**src/rtl/clk_divider_scan.sv**
```systemverilog
// clk_divider_scan
//   Runtime-programmable clock divider with a digit-scan sequencer for a
//   multiplexed 7-segment display. A divide counter runs from 0 up to the
//   active terminal count. Each terminal cycle produces a registered tick,
//   either toggles clk_out (toggle mode) or strobes it for one cycle (pulse
//   mode), and advances the digit select. The digit select drives an
//   active-low one-hot anode enable.
//
// Ports
//   clk_in     : board clock; all state updates on its rising edge
//   rst        : asynchronous active-high reset
//   en         : count enable
//   mode       : 0 = toggle (50% duty clk_out), 1 = pulse (one-cycle strobe)
//   div_in     : new terminal count value
//   div_load   : one-cycle strobe that captures div_in
//   clk_out    : divided clock or strobe
//   tick       : one-cycle pulse in the cycle after each terminal cycle
//   digit_sel  : current digit index
//   an_n       : active-low one-hot anode enable, ~(1 << digit_sel)
//   div_active : terminal count currently in use
module clk_divider_scan #(
  parameter int CNT_W       = 16,
  parameter int DEFAULT_DIV = 2499,
  parameter int N_DIGITS    = 4,
  localparam int SEL_W      = (N_DIGITS > 1) ? $clog2(N_DIGITS) : 1
) (
  input  logic                clk_in,
  input  logic                rst,
  input  logic                en,
  input  logic                mode,
  input  logic [CNT_W-1:0]    div_in,
  input  logic                div_load,
  output logic                clk_out,
  output logic                tick,
  output logic [SEL_W-1:0]    digit_sel,
  output logic [N_DIGITS-1:0] an_n,
  output logic [CNT_W-1:0]    div_active
);

  localparam logic [SEL_W-1:0]    LAST_SEL  = SEL_W'(N_DIGITS - 1);
  localparam logic [CNT_W-1:0]    RESET_DIV = CNT_W'(DEFAULT_DIV);
  localparam logic [N_DIGITS-1:0] RESET_AN  = ~N_DIGITS'(1);

  logic [CNT_W-1:0]    cnt_q, cnt_d;
  logic                clk_out_q, clk_out_d;
  logic                tick_q, tick_d;
  logic [SEL_W-1:0]    sel_q, sel_d;
  logic [N_DIGITS-1:0] an_q, an_d;
  logic [CNT_W-1:0]    div_active_q, div_active_d;
  logic [CNT_W-1:0]    div_pend_q, div_pend_d;
  logic                pend_q, pend_d;
  logic                term;

  always_comb begin
    term         = en && (cnt_q == div_active_q);
    cnt_d        = cnt_q;
    clk_out_d    = clk_out_q;
    tick_d       = 1'b0;
    sel_d        = sel_q;
    div_active_d = div_active_q;
    div_pend_d   = div_pend_q;
    pend_d       = pend_q;

    if (term) begin
      cnt_d     = '0;
      tick_d    = 1'b1;
      clk_out_d = mode ? 1'b1 : ~clk_out_q;
      sel_d     = (sel_q == LAST_SEL) ? '0 : sel_q + SEL_W'(1);
      // The terminal cycle itself used the old value; the new one takes
      // over for the next period. A same-cycle load beats a pending one.
      if (div_load) begin
        div_active_d = div_in;
      end else if (pend_q) begin
        div_active_d = div_pend_q;
      end
      pend_d = 1'b0;
    end else if (en) begin
      cnt_d = cnt_q + CNT_W'(1);
      if (mode) begin
        clk_out_d = 1'b0;
      end
      // Defer mid-period loads so a shrunken terminal can never be skipped.
      if (div_load) begin
        div_pend_d = div_in;
        pend_d     = 1'b1;
      end
    end else begin
      if (mode) begin
        clk_out_d = 1'b0;
      end
      // While stopped there is no period to protect: apply at once and
      // restart the count so it cannot sit above the new terminal.
      if (div_load) begin
        div_active_d = div_in;
        cnt_d        = '0;
        pend_d       = 1'b0;
      end else if (pend_q) begin
        div_active_d = div_pend_q;
        cnt_d        = '0;
        pend_d       = 1'b0;
      end
    end

    // Derived from the next select so anode and index change together.
    an_d = ~(N_DIGITS'(1) << sel_d);
  end

  always_ff @(posedge clk_in or posedge rst) begin
    if (rst) begin
      cnt_q        <= '0;
      clk_out_q    <= 1'b0;
      tick_q       <= 1'b0;
      sel_q        <= '0;
      an_q         <= RESET_AN;
      div_active_q <= RESET_DIV;
      div_pend_q   <= '0;
      pend_q       <= 1'b0;
    end else begin
      cnt_q        <= cnt_d;
      clk_out_q    <= clk_out_d;
      tick_q       <= tick_d;
      sel_q        <= sel_d;
      an_q         <= an_d;
      div_active_q <= div_active_d;
      div_pend_q   <= div_pend_d;
      pend_q       <= pend_d;
    end
  end

  assign clk_out    = clk_out_q;
  assign tick       = tick_q;
  assign digit_sel  = sel_q;
  assign an_n       = an_q;
  assign div_active = div_active_q;

endmodule
```
**config.mk**
```make
export PLATFORM = sky130hd
export DESIGN_NAME = clk_divider_scan
export DESIGN_NICKNAME = d
export VERILOG_FILES = /design/src/rtl/clk_divider_scan.sv
export SDC_FILE = /design/constraint.sdc
export NUM_CORES = 1
export LEC_CHECK = 0
export CORE_UTILIZATION = 35
export CTS_BUF_LIST = sky130_fd_sc_hd__clkbuf_8
export DETAILED_ROUTE_END_ITERATION = 16
export PLACE_DENSITY = 0.68
export SLEW_MARGIN = 40
export SYNTH_ARGS = -nofsm -noshare
export SYNTH_HDL_FRONTEND = slang
export SYNTH_SLANG_ARGS = --single-unit
export TNS_END_PERCENT = 50
```
**constraint.sdc**
```tcl
create_clock -name clk_in -period 2.9 [get_ports clk_in]
set_input_delay 0.58 -clock clk_in [delete_from_list [all_inputs] [get_ports clk_in]]
set_output_delay 0.58 -clock clk_in [all_outputs]
set_load 0.02 [all_outputs]
```
==> impl_metrics.yaml, run 1 <==
worst_hold_path:
  holdCritPathClass: "flop to flop"
  hp-start: "div_pend_q[6]"
  worstHoldPathCells: 1
  hold_path_end: "div_pend_q[6]"
global_route:
  antenna_found_initial: 0
  use_met3_pct: 3.980
  grt_pass1_wl_mm: 10.67
  busiest_layer: "met2"
  grt_use_met1_pct: 21.86
  grt_use_total_pct: 16.62
  grt_max_degree: 37
  grt_pass1_vias: 2146
  grt_overflow: 0
  use_met2_pct: 25.19
power_and_ir_drop:
  ir_drop_uv: 328.3
  swShare_pct: 25.62
  p_per_area_mw_per_mm2: 643.2
  p_leak_nw: 1.584
  power_switching_uw: 604.0
  power.share.combinational_pct: 15.6
  pwr-share-seq_pct: 40.7
  p_clk_share_pct: 43.7
  p_int_mw: 1.754
synth:
  synth_seq_cells: 57
  syn_area_mm2: 0.002846
  synth_nets: 292
  synthCells: 269
  synth.distinct_cells: 41
  yosysWarnings: 0
  ys_seq_area_share_pct: 50.51
  synth_edf_count: 0
  post_synth.cell_area_avg_um2: 10.58
  async_reset_ff_share_pct: 100.0
  synth_flop_cell: "dfrtp_1"
placement:
  gp_congestion: 0.7924
  postPlaceCellArea_mm2: 0.003391
  place_hpwl_mm: 4.549
  pre_cts_ws_ns: 0.6258
  dpl.cell_count: 407
  port_buffers: 44
detailed_routing:
  wl_mm: 6.384
  routedWlPerCell_um: 15.09
  drc: 0
  viasPerCell: 5.182
  vias: 2192
  ant_nets: 0
  drt_iter0_markers: 144
  drtPass1Iterations: 4
critical_path:
  required_ns: 3.12
  r2r_end: "div_pend_q[13]"
  arrival_ns: 2.50
  critPathMaxStageDelay_ns: 0.56
  reg2reg_from: "div_active[7]"
  crit_chain: "xnor2_1 > nand4_1 > nor4_4 > nand3b_4 > mux2_2"
  crit_slowest_cell: "dfstp_2"
  worst-setup-path-type: "flop to flop"
  setup.worst_path.end_class: "flop"
  crit_fanout: 16
  startpoint_type: "flop"
  rrSetupSlack_ns: 0.62
  reg2reg_depth: 5
floorplan:
  die_y_um: 92.18
  dieArea_mm2: 0.008497
  core_mm2: 0.007807
  boundaryPins: 45
  core.rowCount: 32
  start_util_pct: 36.46
  die_w_um: 92.18
sta:
  tightest_slew_ns: 0.6916
  period_share_pct: 78.53
  relSlewSlack_pct: 53.89
  period_needed_ns: 2.277
  skew_ns: 0.01188
  max_freq_ghz: 0.4391
  maxSlewViolCount: 0
  tns_ns: 0
  hold_viol: 0
  worst_slack_ns: 0.6227
  setup_violations: 0
  grt_setup_unrepaired: "no"
clock_network:
  cts.repair.resized: 0
  clk_latency_ns: 0.35
  path_clk_slew_ns: 0.07
  cts_hold_buf: 0
  clock-sinks: 57
  cts_setup_buffers: 0
  clockBufferDepth: 2
  cts_buffers: 9
  cts_tree: "built"
  clock-root-buffer: "clkbuf_8"
  htreeDepth: 3
status:
  status: "finished clean"
finish:
  multiInputGateArea_mm2: 0.001316
  nets: 339
  register_area_mm2: 0.001438
  design_area_mm2: 0.003666
  final_cells: 423
  syn_to_final_growth_pct: 28.79
  fillers: 731
  layout_common_cells: "nand2_1 (48), dfrtp_1 (48), clkdlybuf4s50_1 (44), o21ai_0 (23), xnor2_1 (20)"
  antennaDiodeCount: 0
  drive_gt1_share_pct: 14.64
job:
  cap_viol_max_count: 0
==> power groups by stage <==
stage          clock network (mW)  registers [mW]  logic [mW]
2_1_floorplan                   0           0.989       0.194
3_3_place_gp                    0           0.971       0.364
3_5_place_dp                    0           0.973       0.372
4_1_cts                      1.04           0.959       0.373
5_1_grt                      1.08           0.969       0.400
6_report                     1.03           0.959       0.368
==> registers in the layout (all words and copies together) (netlist names) <==
name and cells:
div_active 16, tick 1, clk_out 1, pend_q 1, an_n 4, cnt_q 16
div_pend_q 16, digit_sel 2
==> worst max path at each step <==
stage | startpoint | endpoint | cells past startpoint
floorplan | div_active[7] | div_pend_q[0] | 6
global placement | div_active[7] | div_pend_q[11] | 5
detailed placement | div_active[7] | div_pend_q[13] | 5
CTS | div_active[7] | div_pend_q[13] | 5
global route | div_active[7] | div_pend_q[11] | 5
finish | div_active[7] | div_pend_q[13] | 5
==> cell usage after synthesis (2+ instances only) <==
master / number / share of area, %
a21oi_1: 4 / 0.70
dfstp_2: 9 / 8.3
nor4_1: 2 / 0.44
xor2_1: 4 / 1.2
a21o_1: 5 / 1.3
inv_1: 3 / 0.40
o21ai_1: 4 / 0.70
o21ai_0: 23 / 4.0
mux2_2: 9 / 3.6
mux2i_1: 2 / 0.70
xnor2_1: 20 / 6.2
nor2_1: 8 / 1.1
nand3_1: 5 / 0.88
clkbuf_1: 5 / 0.66
mux2_1: 10 / 4.0
or3_1: 2 / 0.44
nand2_1: 48 / 6.3
buf_2: 5 / 0.88
and3_1: 5 / 1.1
ha_1: 2 / 0.88
dfrtp_1: 48 / 42
nor3_1: 6 / 1.1
nand4_1: 5 / 1.1
a22o_1: 16 / 4.9
nor2b_1: 2 / 0.44
nor3b_1: 2 / 0.53
==> layout make-up <==
type | instances | share of cell area [%]
inverter | 3 | 0.3072
tap | 102 | 3.481
clock buffer | 10 | 3.754
sequential | 57 | 39.22
multi-input combinational | 195 | 35.90
timing repair buffer | 50 | 13.58
clock inverter | 6 | 3.754
==> metal layers <==
layer / up-vias / share of wire (%)
met5: - / 0
met4: 0 / 2.8
met3: 17 / 3.9
met2: 59 / 48
met1: 1075 / 45
li1: 1041 / -
==> metrics by stage <==
stage	total power, mW	hold slack (ns)	util, %
floorplan	1.183	0.4641	-
global placement	1.335	0.4731	43.43
detailed placement	1.345	0.4808	43.43
CTS	2.377	0.4986	46.96
global route	2.448	0.5119	46.96
finish	2.358	0.4939	46.96
==> cell families (layout without fill, tap and decap cells) <==
| kind of cell | count (synthesis) | count (layout) | share of synthesized area [%] |
|---|---|---|---|
| adder cells (fa/ha/maj) | 2 | 2 | 0.8790 |
| buffers and inverters | 17 | 69 | 3.252 |
| multiplexers | 21 | 21 | 8.220 |
| AND/OR/NAND/NOR | 90 | 90 | 15.69 |
| XOR/XNOR | 24 | 24 | 7.385 |
| flip-flops | 57 | 57 | 50.51 |
| AO/OA/AOI/OAI | 58 | 58 | 14.07 |
==> critical path, delay by kind of cell, from the launching register on <==
family	cells	cell delay (ns)
and+or+nand+nor	3	1.11
xor gates and xnor gates	1	0.12
muxes	1	0.37
DFF	1	0.56
Note: power is estimated with default switching activity, not from simulation.
==> run 2: changes to the inputs <==
==> constraint.sdc (replaced) <==
create_clock -name clk_in -period 2.17 [get_ports clk_in]
set_input_delay 0.434 -clock clk_in [delete_from_list [all_inputs] [get_ports clk_in]]
set_output_delay 0.434 -clock clk_in [all_outputs]
set_load 0.02 [all_outputs]
==> run 2 against run 1 <==
Sequential power increased by 32%. Worst hold slack got worse by 0.042 ns. Combinational power increased by 43%. Fmax increased by 8.1%.
==> impl_metrics.yaml, run 2 (same netlist as run 1, synthesis figures left out) <==
finish:
  fillers: 725
  antennaDiodeCount: 0
  multiInputGateArea_mm2: 0.001324
  nets: 351
  fin_util_pct: 47.76
  register_area_mm2: 0.001438
  drive_gt1_share_pct: 17.72
  syn_to_final_growth_pct: 30.99
  layout_common_cells: "nand2_1 (48), dfrtp_1 (48), clkdlybuf4s50_1 (44), o21ai_0 (23), xnor2_1 (20)"
  design_area_mm2: 0.003729
detailed_routing:
  drtPass1Iterations: 4
  vias: 2146
  drt_iter0_markers: 94
  wl_mm: 6.393
  viasPerCell: 4.933
  ant_nets: 0
  drc: 0
  routedWlPerCell_um: 14.70
floorplan:
  start_util_pct: 36.46
  core_mm2: 0.007807
  core.rowCount: 32
  die_w_um: 92.18
  die_y_um: 92.18
  boundaryPins: 45
  dieArea_mm2: 0.008497
placement:
  pre_cts_ws_ns: 0.01267
  postPlaceCellArea_mm2: 0.003486
  port_buffers: 44
  place_hpwl_mm: 4.489
  gp_congestion: 0.7646
sta:
  maxSlewViolCount: 0
  relSlewSlack_pct: 70.15
  hold_viol: 0
  worst_slack_ns: 0.06297
  tns_ns: 0
  period_share_pct: 97.10
  setup_violations: 0
  grt_setup_unrepaired: "yes"
  max_freq_ghz: 0.4746
  skew_ns: 0.01340
  period_needed_ns: 2.107
  tightest_slew_ns: 0.4461
clock_network:
  cts_buffers: 9
  clock-root-buffer: "clkbuf_8"
  clock-sinks: 57
  clk_latency_ns: 0.35
  clockBufferDepth: 2
  cts_tree: "built"
  path_clk_slew_ns: 0.08
  htreeDepth: 3
power_and_ir_drop:
  p_per_area_mw_per_mm2: 782.8
  ir_drop_uv: 415.1
  p_leak_nw: 1.622
  p_total_mw: 2.919
critical_path:
  crit_path_start: "div_active[6]"
  crit_fanout: 22
  required_ns: 2.40
  crit_chain: "xnor2_1 > nand4_1 > o41ai_4 > buf_4 > buf_12 > nor3_1 > a211o_1"
  reg2reg_depth: 7
  critPathBufInv: 2
  reg2reg_from: "div_active[6]"
  rrSetupSlack_ns: 0.06
  path_delay_family: "compound AO/OA/AOI/OAI gates"
  setup.worst_path.end_class: "flop"
  startpoint_type: "flop"
  worst-setup-path-type: "flop to flop"
  r2r_end: "cnt_q[3]"
  critPathMaxStageDelay_ns: 0.57
  arrival_ns: 2.34
  crit_slowest_cell: "dfstp_2"
global_route:
  grt_use_total_pct: 17.19
  grt_max_degree: 58
  grt_pass1_wl_mm: 11.10
  antenna_found_initial: 0
  grt_overflow: 0
  grt_pass1_vias: 2174
status:
  status: "finished clean"
job:
  cap_viol_max_count: 0
worst_hold_path:
  holdCritPathClass: "input pin to async pin"
run 2: power breakdown:
group	internal, mW	leakage [nW]	switching, mW
sequential	1.18	0.709	0.0885
combinational	0.267	0.806	0.259
clock	0.657	0.108	0.472
run 2: layout make-up:
type	instances	area share [%]
Sequential cell	57	38.56
Clock buffer	9	3.322
Inverter	3	0.3020
Clock inverter	7	2.785
Multi-Input combinational cell	195	35.50
Timing Repair Buffer	62	16.11
Tap cell	102	3.423
run 2: worst reg2reg max path, delay by kind of cell (launching register included):
| kind | cells | cell delay, ns |
|---|---|---|
| simple gates | 2 | 0.30 |
| compound gates | 2 | 0.63 |
| flops | 1 | 0.57 |
| buf+inv | 2 | 0.34 |
| xor+xnor | 1 | 0.14 |
run 2: how the worst max path moves through the flow:
stage	to	cells past startpoint	slack (ns)
2_1_floorplan	div_pend_q[0]	6	0.04
3_3_place_gp	div_pend_q[7]	4	0.08
3_5_place_dp	div_active[5]	5	0.01
4_1_cts	cnt_q[3]	6	0.04
5_1_grt	div_pend_q[13]	5	-0.06
6_report	cnt_q[3]	7	0.06
run 2: stage by stage:
step                hold slack [ns]  instances
finish                       0.4515        435
global route                 0.4987        435
CTS                          0.4621        434
detailed placement           0.4808        418
global placement             0.4732        418
floorplan                    0.4641        269
run 2: repair_timing:
| item | in CTS | in global routing |
|---|---|---|
| pin swaps | 0 | 3 |
| setup endpoints to repair | 1 | 37 |
| gates resized for setup | 1 | 0 |
| hold buffers | 0 | 0 |
| endpoints found under the hold margin | 0 | 0 |
| setup buffers | 0 | 1 |
run 2: routing by layer:
layer	track usage (%)	share of wire, %
met5	0	0
met3	4.146	3.0
met2	25.00	46
met1	23.66	48
met4	8.854	2.9
